$ cat config.mk
export PLATFORM = sky130hd
export DESIGN_NAME = pattern_counter
export DESIGN_NICKNAME = d
export VERILOG_FILES = /design/src/rtl/pattern_counter.sv
export SDC_FILE = /design/constraint.sdc
export NUM_CORES = 1
export LEC_CHECK = 0
export BUFFER_PORTS_ARGS = -buffer_cell sky130_fd_sc_hd__buf_2
export CELL_PAD_IN_SITES_DETAIL_PLACEMENT = 0
export CELL_PAD_IN_SITES_GLOBAL_PLACEMENT = 1
export CORE_MARGIN = 2
export CORE_UTILIZATION = 43
export DETAILED_ROUTE_END_ITERATION = 6
export PLACE_DENSITY = 0.92
export SLEW_MARGIN = 30
export SYNTH_ARGS = -nofsm -noshare
export SYNTH_HDL_FRONTEND = slang
export SYNTH_SLANG_ARGS = --single-unit
$ cat constraint.sdc
create_clock -name clk -period 7.95 [get_ports clk]
set_input_delay 1.1925 -clock clk [delete_from_list [all_inputs] [get_ports clk]]
set_output_delay 1.1925 -clock clk [all_outputs]
set_load 0.01 [all_outputs]
$ cat src/rtl/pattern_counter.sv
// Pattern counter: tracks a configurable symbol sequence (with optional
// per-symbol repeats) and counts completed matches with saturation.
module pattern_counter #(
  parameter int SYM_W = 2,
  parameter int DEPTH = 3,
  parameter int CNT_W = 8
) (
  input  logic                     clk,
  input  logic                     rst_n,
  input  logic                     sym_valid,
  input  logic [SYM_W-1:0]         sym,
  input  logic                     cfg_load,
  input  logic [DEPTH*SYM_W-1:0]   cfg_pat,
  input  logic [$clog2(DEPTH+1)-1:0] cfg_len,
  input  logic                     cfg_rpt,
  input  logic                     cnt_clr,
  output logic                     match,
  output logic                     hit,
  output logic [CNT_W-1:0]         hit_cnt
);

  localparam int LW = $clog2(DEPTH+1);

  logic [DEPTH*SYM_W-1:0] pat_q;
  logic [LW-1:0]          len_q;
  logic [LW-1:0]          k_q;
  logic [LW-1:0]          k_nxt;
  logic                   rpt_q;
  logic                   hit_q;
  logic [CNT_W-1:0]       cnt_q;
  logic [SYM_W-1:0]       pat_k;
  logic [SYM_W-1:0]       pat_km1;
  logic                   ra;
  logic                   rb;
  logic                   rc;
  logic                   cfg_ok;
  logic                   step_hit;

  // Mux pat[k] and pat[k-1] without ever indexing past the table.
  always_comb begin
    pat_k   = '0;
    pat_km1 = '0;
    for (int i = 0; i < DEPTH; i++) begin
      if (k_q == LW'(i))
        pat_k = pat_q[i*SYM_W +: SYM_W];
      if (k_q == LW'(i+1))
        pat_km1 = pat_q[i*SYM_W +: SYM_W];
    end
  end

  always_comb begin
    ra = (k_q < len_q) && (sym == pat_k);
    rb = !ra && rpt_q && (k_q != '0)
         && (sym == pat_km1);
    rc = !ra && !rb
         && (sym == pat_q[SYM_W-1:0]);
    k_nxt = '0;
    unique case (1'b1)
      ra:      k_nxt = k_q + 1'b1;
      rb:      k_nxt = k_q;
      rc:      k_nxt = LW'(1);
      default: k_nxt = '0;
    endcase
  end

  assign cfg_ok   = (cfg_len != '0)
                 && (cfg_len <= LW'(DEPTH));
  assign step_hit = sym_valid && !cfg_load
                 && ra && (k_nxt == len_q);

  always_ff @(posedge clk) begin
    if (!rst_n) begin
      k_q   <= '0;
      hit_q <= 1'b0;
      cnt_q <= '0;
      len_q <= LW'(DEPTH);
      rpt_q <= 1'b1;
      for (int i = 0; i < DEPTH; i++)
        pat_q[i*SYM_W +: SYM_W] <= SYM_W'(i+1);
    end else begin
      hit_q <= step_hit;
      if (cfg_load) begin
        k_q <= '0;
        if (cfg_ok) begin
          pat_q <= cfg_pat;
          len_q <= cfg_len;
          rpt_q <= cfg_rpt;
        end
      end else if (sym_valid) begin
        k_q <= k_nxt;
      end
      if (cnt_clr)
        cnt_q <= '0;
      else if (step_hit && (cnt_q != '1))
        cnt_q <= cnt_q + 1'b1;
    end
  end

  assign match   = (k_q == len_q);
  assign hit     = hit_q;
  assign hit_cnt = cnt_q;

endmodule

# [Word-level counts from Yosys, hierarchy flattened]
# Cells that the tools add are included.
# Widths: inputs -> output; s select.
[totals] register_bits=20 input_bits=16 word_cells=47
[classes] n_addsub=2 magnitude_cmp=2 n_eq_ne=9 n_mux=7 n_bitwise=1 reduce_logical=20
[ops] op="$mux 2" count=6
[ops] op="$logic_and 1x1->1" count=11
[ops] op="$eq 2x2->1" count=5
[ops] op="$add 8x1->8 const B" count=1
[ops] op="$ne 8x8->1 const B" count=1
[ops] op="$pmux 2 s3" count=1
[ops] op="$eq 2x2->1 const B" count=2
[ops] op="$reduce_bool 2->1" count=2
[ops] op="$reduce_or 2->1" count=2
[ops] op="$logic_not 1->1" count=3
[ops] op="$add 2x1->2 const B" count=1
[ops] op="$eq 2x1->1 const B" count=1
[ops] op="$le 2x2->1 const B" count=1
[ops] op="$logic_not 2->1" count=1
[ops] op="$lt 2x2->1" count=1
[ops] op="$reduce_and 2->1" count=1
[ops] op="$not 1->1" count=1

# [Longest topological paths before layout]
[logic_depth] word_depth=17 ltp_mapped=11 mapped_depth_nobuf=9

# [Worst setup path after synthesis]
# No wires, ideal clock.
[synth_path] path_kind="input-to-reg" startpoint="input sym[1]" endpoint="register cnt_q[0] (netlist: hit_cnt[0])" arrival_time_ps=2784 t_required_ps=7878 setup_slack_ps=5094 cell_stages=8 path_cell_list="clkbuf_1 a221oi_1 a311o_1 or3_1 o211a_1 buf_6 mux2i_2 mux2i_1"
[synth_via] elab_chain_cells=13
[synth_lines] item="from (decl)" line_no="11" text="input logic [SYM_W-1:0] sym,"
[synth_lines] item="$eq 2x2->1" line_no="52" text="ra = (k_q < len_q) && (sym == pat_k);"
[synth_lines] item="$logic_and 1x1->1" line_no="52"
[synth_lines] item="$logic_not 1->1" line_no="53, 55"
[synth_lines] item="$logic_and 1x1->1 (2 in a row)" line_no="53" text="rb = !ra && rpt_q && (k_q != '0)"
[synth_lines] item="$logic_and 1x1->1" line_no="54" text="&& (sym == pat_km1);"
[synth_lines] item="$logic_not 1->1" line_no="55" text="rc = !ra && !rb"
[synth_lines] item="$logic_and 1x1->1" line_no="55"
[synth_lines] item="$logic_and 1x1->1" line_no="56" text="&& (sym == pat_q[SYM_W-1:0]);"
[synth_lines] item="$pmux 2 s3" line_no="58" text="unique case (1'b1)"
[synth_lines] item="$eq 2x2->1" line_no="69" text="&& ra && (k_nxt == len_q);"
[synth_lines] item="$logic_and 1x1->1 *" line_no="69"
[synth_lines] item="$logic_and 1x1->1 *" line_no="94" text="else if (step_hit && (cnt_q != '1))"
[synth_lines] item="to (signal assigned)" line_no="95" text="cnt_q <= cnt_q + 1'b1;"
[synth_lines] item="to (decl)" line_no="30" text="logic [CNT_W-1:0] cnt_q;"
# Mark *: on every way between the ends. The rest lies on a longest branch, timed or not.
# A chain may end at the register's enable or synchronous reset.

# [Final worst setup path]
[layout_path] startpoint="register k_q[0]" endpoint="register cnt_q[1] (netlist: hit_cnt[1])"
[layout_via] elab_chain_cells=17
[layout_lines] item="from (decl)" line_no="26" text="logic [LW-1:0] k_q;"
[layout_lines] item="from (signal assigned)" line_no="90" text="k_q <= k_nxt;"
[layout_lines] item="$logic_not 2->1" line_no="44" text="if (k_q == LW'(i))"
[layout_lines] item="$mux 2 (3 in a row)" line_no="44"
[layout_lines] item="$eq 2x2->1" line_no="52"
[layout_lines] item="$logic_and 1x1->1" line_no="52"
[layout_lines] item="$logic_not 1->1" line_no="53, 55"
[layout_lines] item="$logic_and 1x1->1 (2 in a row)" line_no="53"
[layout_lines] item="$logic_and 1x1->1" line_no="54"
[layout_lines] item="$logic_not 1->1" line_no="55"
[layout_lines] item="$logic_and 1x1->1" line_no="55"
[layout_lines] item="$logic_and 1x1->1" line_no="56"
[layout_lines] item="$pmux 2 s3" line_no="58"
[layout_lines] item="$eq 2x2->1" line_no="69"
[layout_lines] item="$logic_and 1x1->1 *" line_no="69"
[layout_lines] item="$logic_and 1x1->1 *" line_no="94"
# Marks and branches as above.

==> results.toml <==
[routing]
finalWirelength_um = 2960
drt-initial-drc-count = 69
post-route-drc-count = 0
detail_route.first_pass.iterations = 4
detailroute.via_count = 1258
detail_route.wl_per_cell_um = 12.8
avgViaCountPerCell = 5.42
postRouteAntennaNets = 0

[cells_and_area]
areaGrowthSynthToFinish_pct = 11.8
fillerInstances = 331
fin_area_sq_um = 1540
post_layout_nonfiller_instances = 232
final_layout_size_suffix_gt1_frac = 0.160
net_count_final = 213
n_antenna_cell = 0

[timing]
final-setup-viol-count = 0
period_needed_ps = 3060
final_hold_fails = 0
tns_ps = 0
timing.clock.skew_ps = 13.1
timing.final.crit_share = 0.385
timing.max_slew.rel_slack = 0.380
rsz0062_at_grt = "false"
layout_setup_ws_ps = 4890
maxSlewViolCount = 0
achievable-frequency_mhz = 326
worst_hold_slack_ps = 500
worst_pin_slew_ps = 928

[placed_design]
postPlaceCellArea_sq_um = 1520
hpwlAfterDp_um = 2270
gp_congestion = 0.807
port_buffers = 25
placedCellCount = 229
detailedPlace.worstSlack_ps = 4760

[worst_hold_path]
worst_hold_path_depth = 2
type_of_the_tightest_min_delay_check = "reg2reg"
worstHoldStart = "rpt_q"
hold_ep = "rpt_q"

[worst_setup_path]
worst-endpoint-required_ps = 8190
crit-reg2reg-launch = "k_q[0]"
worstReg2RegEnd = "hit_cnt[1]"
worst-endpoint-arrival_ps = 3310
timing.critical_path.max_delay_family = "simple AND/OR/NAND/NOR gates"
cp_slowest_stage_delay_ps = 700
worstSetupPathType = "reg2reg"
cpMaxStageDelayCell = "sky130_fd_sc_hd__nor3_2"
critPathLaunchType = "register"
crit_chain = "inv_1, ha_1, a21oi_1, a221oi_1, a311o_1, nor3_2, nand3_1, mux2i_2, mux2i_1"
crit_buf_inv = 1
worstSetupEndpointType = "register"
worst_r2r_path_depth = 9
worst-path-max-fanout = 15
ff2ff_setup_slack_ps = 4890

[logic_synthesis]
postSynth.asyncResetShare = 0
yosysWarnings = 0
number_of_flops_mapped_to_enable_cells_by_yosys = 0
ys_top_cells_by_area = "sky130_fd_sc_hd__dfxtp_1, sky130_fd_sc_hd__mux2i_1, sky130_fd_sc_hd__nand2_1"
synth_cell_types = 38
ys_seq_elements = 20
synthesis.area_per_instance_sq_um = 8.18
synth.yosys.seq_area_share = 0.291
synth_flop_cell = "sky130_fd_sc_hd__dfxtp_1"
postSynthCellCount = 168
synth_top_area_share = 0.291
syn-num-nets = 191
synth_largest_area_cell = "sky130_fd_sc_hd__dfxtp_1"
post_synth_instance_area_sq_um = 1380

[die]
design.core.area_sq_um = 3050
core.rowCount = 20
io-pin-count = 26
die_area_sq_um = 3670
initial_core_util = 0.450
die_height_um = 60.6
die_width_um = 60.6

[clock_network]
root_buffer = "sky130_fd_sc_hd__clkbuf_4"
clock_path_buffers = 2
cts_buffers = 3
clock_sinks = 20
insertion_delay_ps = 310
cts_resized = 0
cts.hold.buffers_added = 0
cts_htree_levels = 1
tritoncts_clock_tree = "done"
worst_setup_hold_path_clk_slew_ps = 120
cts_post_setup_buffers_inserted = 0

[power_and_ir_drop]
share_clk_of_total_power = 0.249
power.ir.vdd_worst_mv = 0.0645
power.sequential.fraction = 0.542
power.share.combinational = 0.209
leakage_nw = 0.666
sw_share = 0.298
power_per_cell_area_nw_per_um2 = 129
switching_power_mw = 0.0593
internal_power_mw = 0.140

[global_route]
grt_overflow_total = 0
grt_antenna_before_repair = 0
grt_util_all_layers = 0.172
vias_in_the_first_global_route = 1135
grt_max_degree = 16
grt_first_pass_wirelength_um = 4930

[run]
max_cap_viol_count = 0

[status]
status = "complete, no violations"
[per-layer routing]
layer,vias up,GRT usage,share of wire
li1,639,-,-
met1,593,0.249,0.52
met2,22,0.269,0.44
met3,4,0.0192,0.033
met4,0,0.0559,0.0091
met5,-,0,0
[stage by stage]
stage | power, mW | util
after floorplan | 0.143 | -
after global placement | 0.150 | 0.496
after detailed placement | 0.151 | 0.496
after CTS | 0.199 | 0.504
after global routing | 0.210 | 0.504
final | 0.199 | 0.504
[cell usage in the layout, fill, tap and decap left out, drive strengths merged, types with 6 or more instances in the layout]
cell / Yosys / layout
and3: 6 / 6
inv: 6 / 6
mux2i: 13 / 13
nand3b: 6 / 6
nand2b: 8 / 8
ha: 7 / 7
dfxtp: 20 / 20
a21oi: 7 / 7
nand3: 9 / 9
buf: 3 / 25
nand2: 29 / 29
[synth_stat cells (3+ instances only)]
cell and number:
sky130_fd_sc_hd__ha_1 7, sky130_fd_sc_hd__dfxtp_1 20, sky130_fd_sc_hd__nand2b_1 8, sky130_fd_sc_hd__nand2_1 29, sky130_fd_sc_hd__nand4b_1 5, sky130_fd_sc_hd__xnor2_1 5
sky130_fd_sc_hd__o21ai_0 3, sky130_fd_sc_hd__and3_1 6, sky130_fd_sc_hd__nand3_1 9, sky130_fd_sc_hd__nand4_1 5, sky130_fd_sc_hd__clkbuf_1 5, sky130_fd_sc_hd__a21oi_1 7
sky130_fd_sc_hd__mux2i_1 12, sky130_fd_sc_hd__nor2b_1 3, sky130_fd_sc_hd__xor2_1 4, sky130_fd_sc_hd__nand3b_1 6, sky130_fd_sc_hd__inv_1 6
[flip-flops by register name, summed over array words and instances, names as in the netlist]
name	cells
hit_cnt	8
pat_q	6
k_q	2
len_q	2
hit	1
rpt_q	1
[cell families after synthesis]
kind of cell / count (synthesis) / synth area share
AOI/OAI and AO/OA: 27 / 0.136
adders and majority gates: 7 / 0.0637
DFF: 20 / 0.291
muxes: 13 / 0.0974
xor gates and xnor gates: 9 / 0.0573
buffers and inverters: 14 / 0.0455
and+or+nand+nor: 78 / 0.309
[worst max path at each step]
stage / start / endpoint / slack, ps / cells after the start
after floorplan: sym[1] / hit_cnt[0] / 5090 / 8
after global placement: sym[1] / hit_cnt[1] / 4900 / 7
after detailed placement: sym[1] / hit_cnt[0] / 4760 / 7
after CTS: k_q[0] / hit_cnt[0] / 4930 / 9
after global routing: k_q[0] / hit_cnt[0] / 4680 / 9
final: k_q[0] / hit_cnt[1] / 4890 / 9
[final cells by class]
class | count | area (sq um) | share of cell area
Clock buffer | 3 | 22.5 | 0.0146
Inverter | 6 | 22.5 | 0.0146
Multi-Input combinational cell | 134 | 912 | 0.593
Sequential cell | 20 | 400 | 0.260
Tap cell | 44 | 55.1 | 0.0358
Timing Repair Buffer | 25 | 125 | 0.0814
[power groups by stage]
stage	clock, mW	sequential [mW]	combinational, mW
3_5_place_dp	0	0.110	0.0412
2_1_floorplan	0	0.108	0.0344
6_report	0.0496	0.108	0.0417
5_1_grt	0.0543	0.109	0.0466
4_1_cts	0.0501	0.108	0.0413
3_3_place_gp	0	0.110	0.0399
[worst register-to-register path: stages (launching register included)]
cell                       delay [ps]
sky130_fd_sc_hd__dfxtp_1          480
sky130_fd_sc_hd__inv_1            170
sky130_fd_sc_hd__ha_1             340
sky130_fd_sc_hd__a21oi_1          160
sky130_fd_sc_hd__a221oi_1          90
sky130_fd_sc_hd__a311o_1          390
sky130_fd_sc_hd__nor3_2           700
sky130_fd_sc_hd__nand3_1          180
sky130_fd_sc_hd__mux2i_2          270
sky130_fd_sc_hd__mux2i_1          230
(Power assumes the default switching activity.)
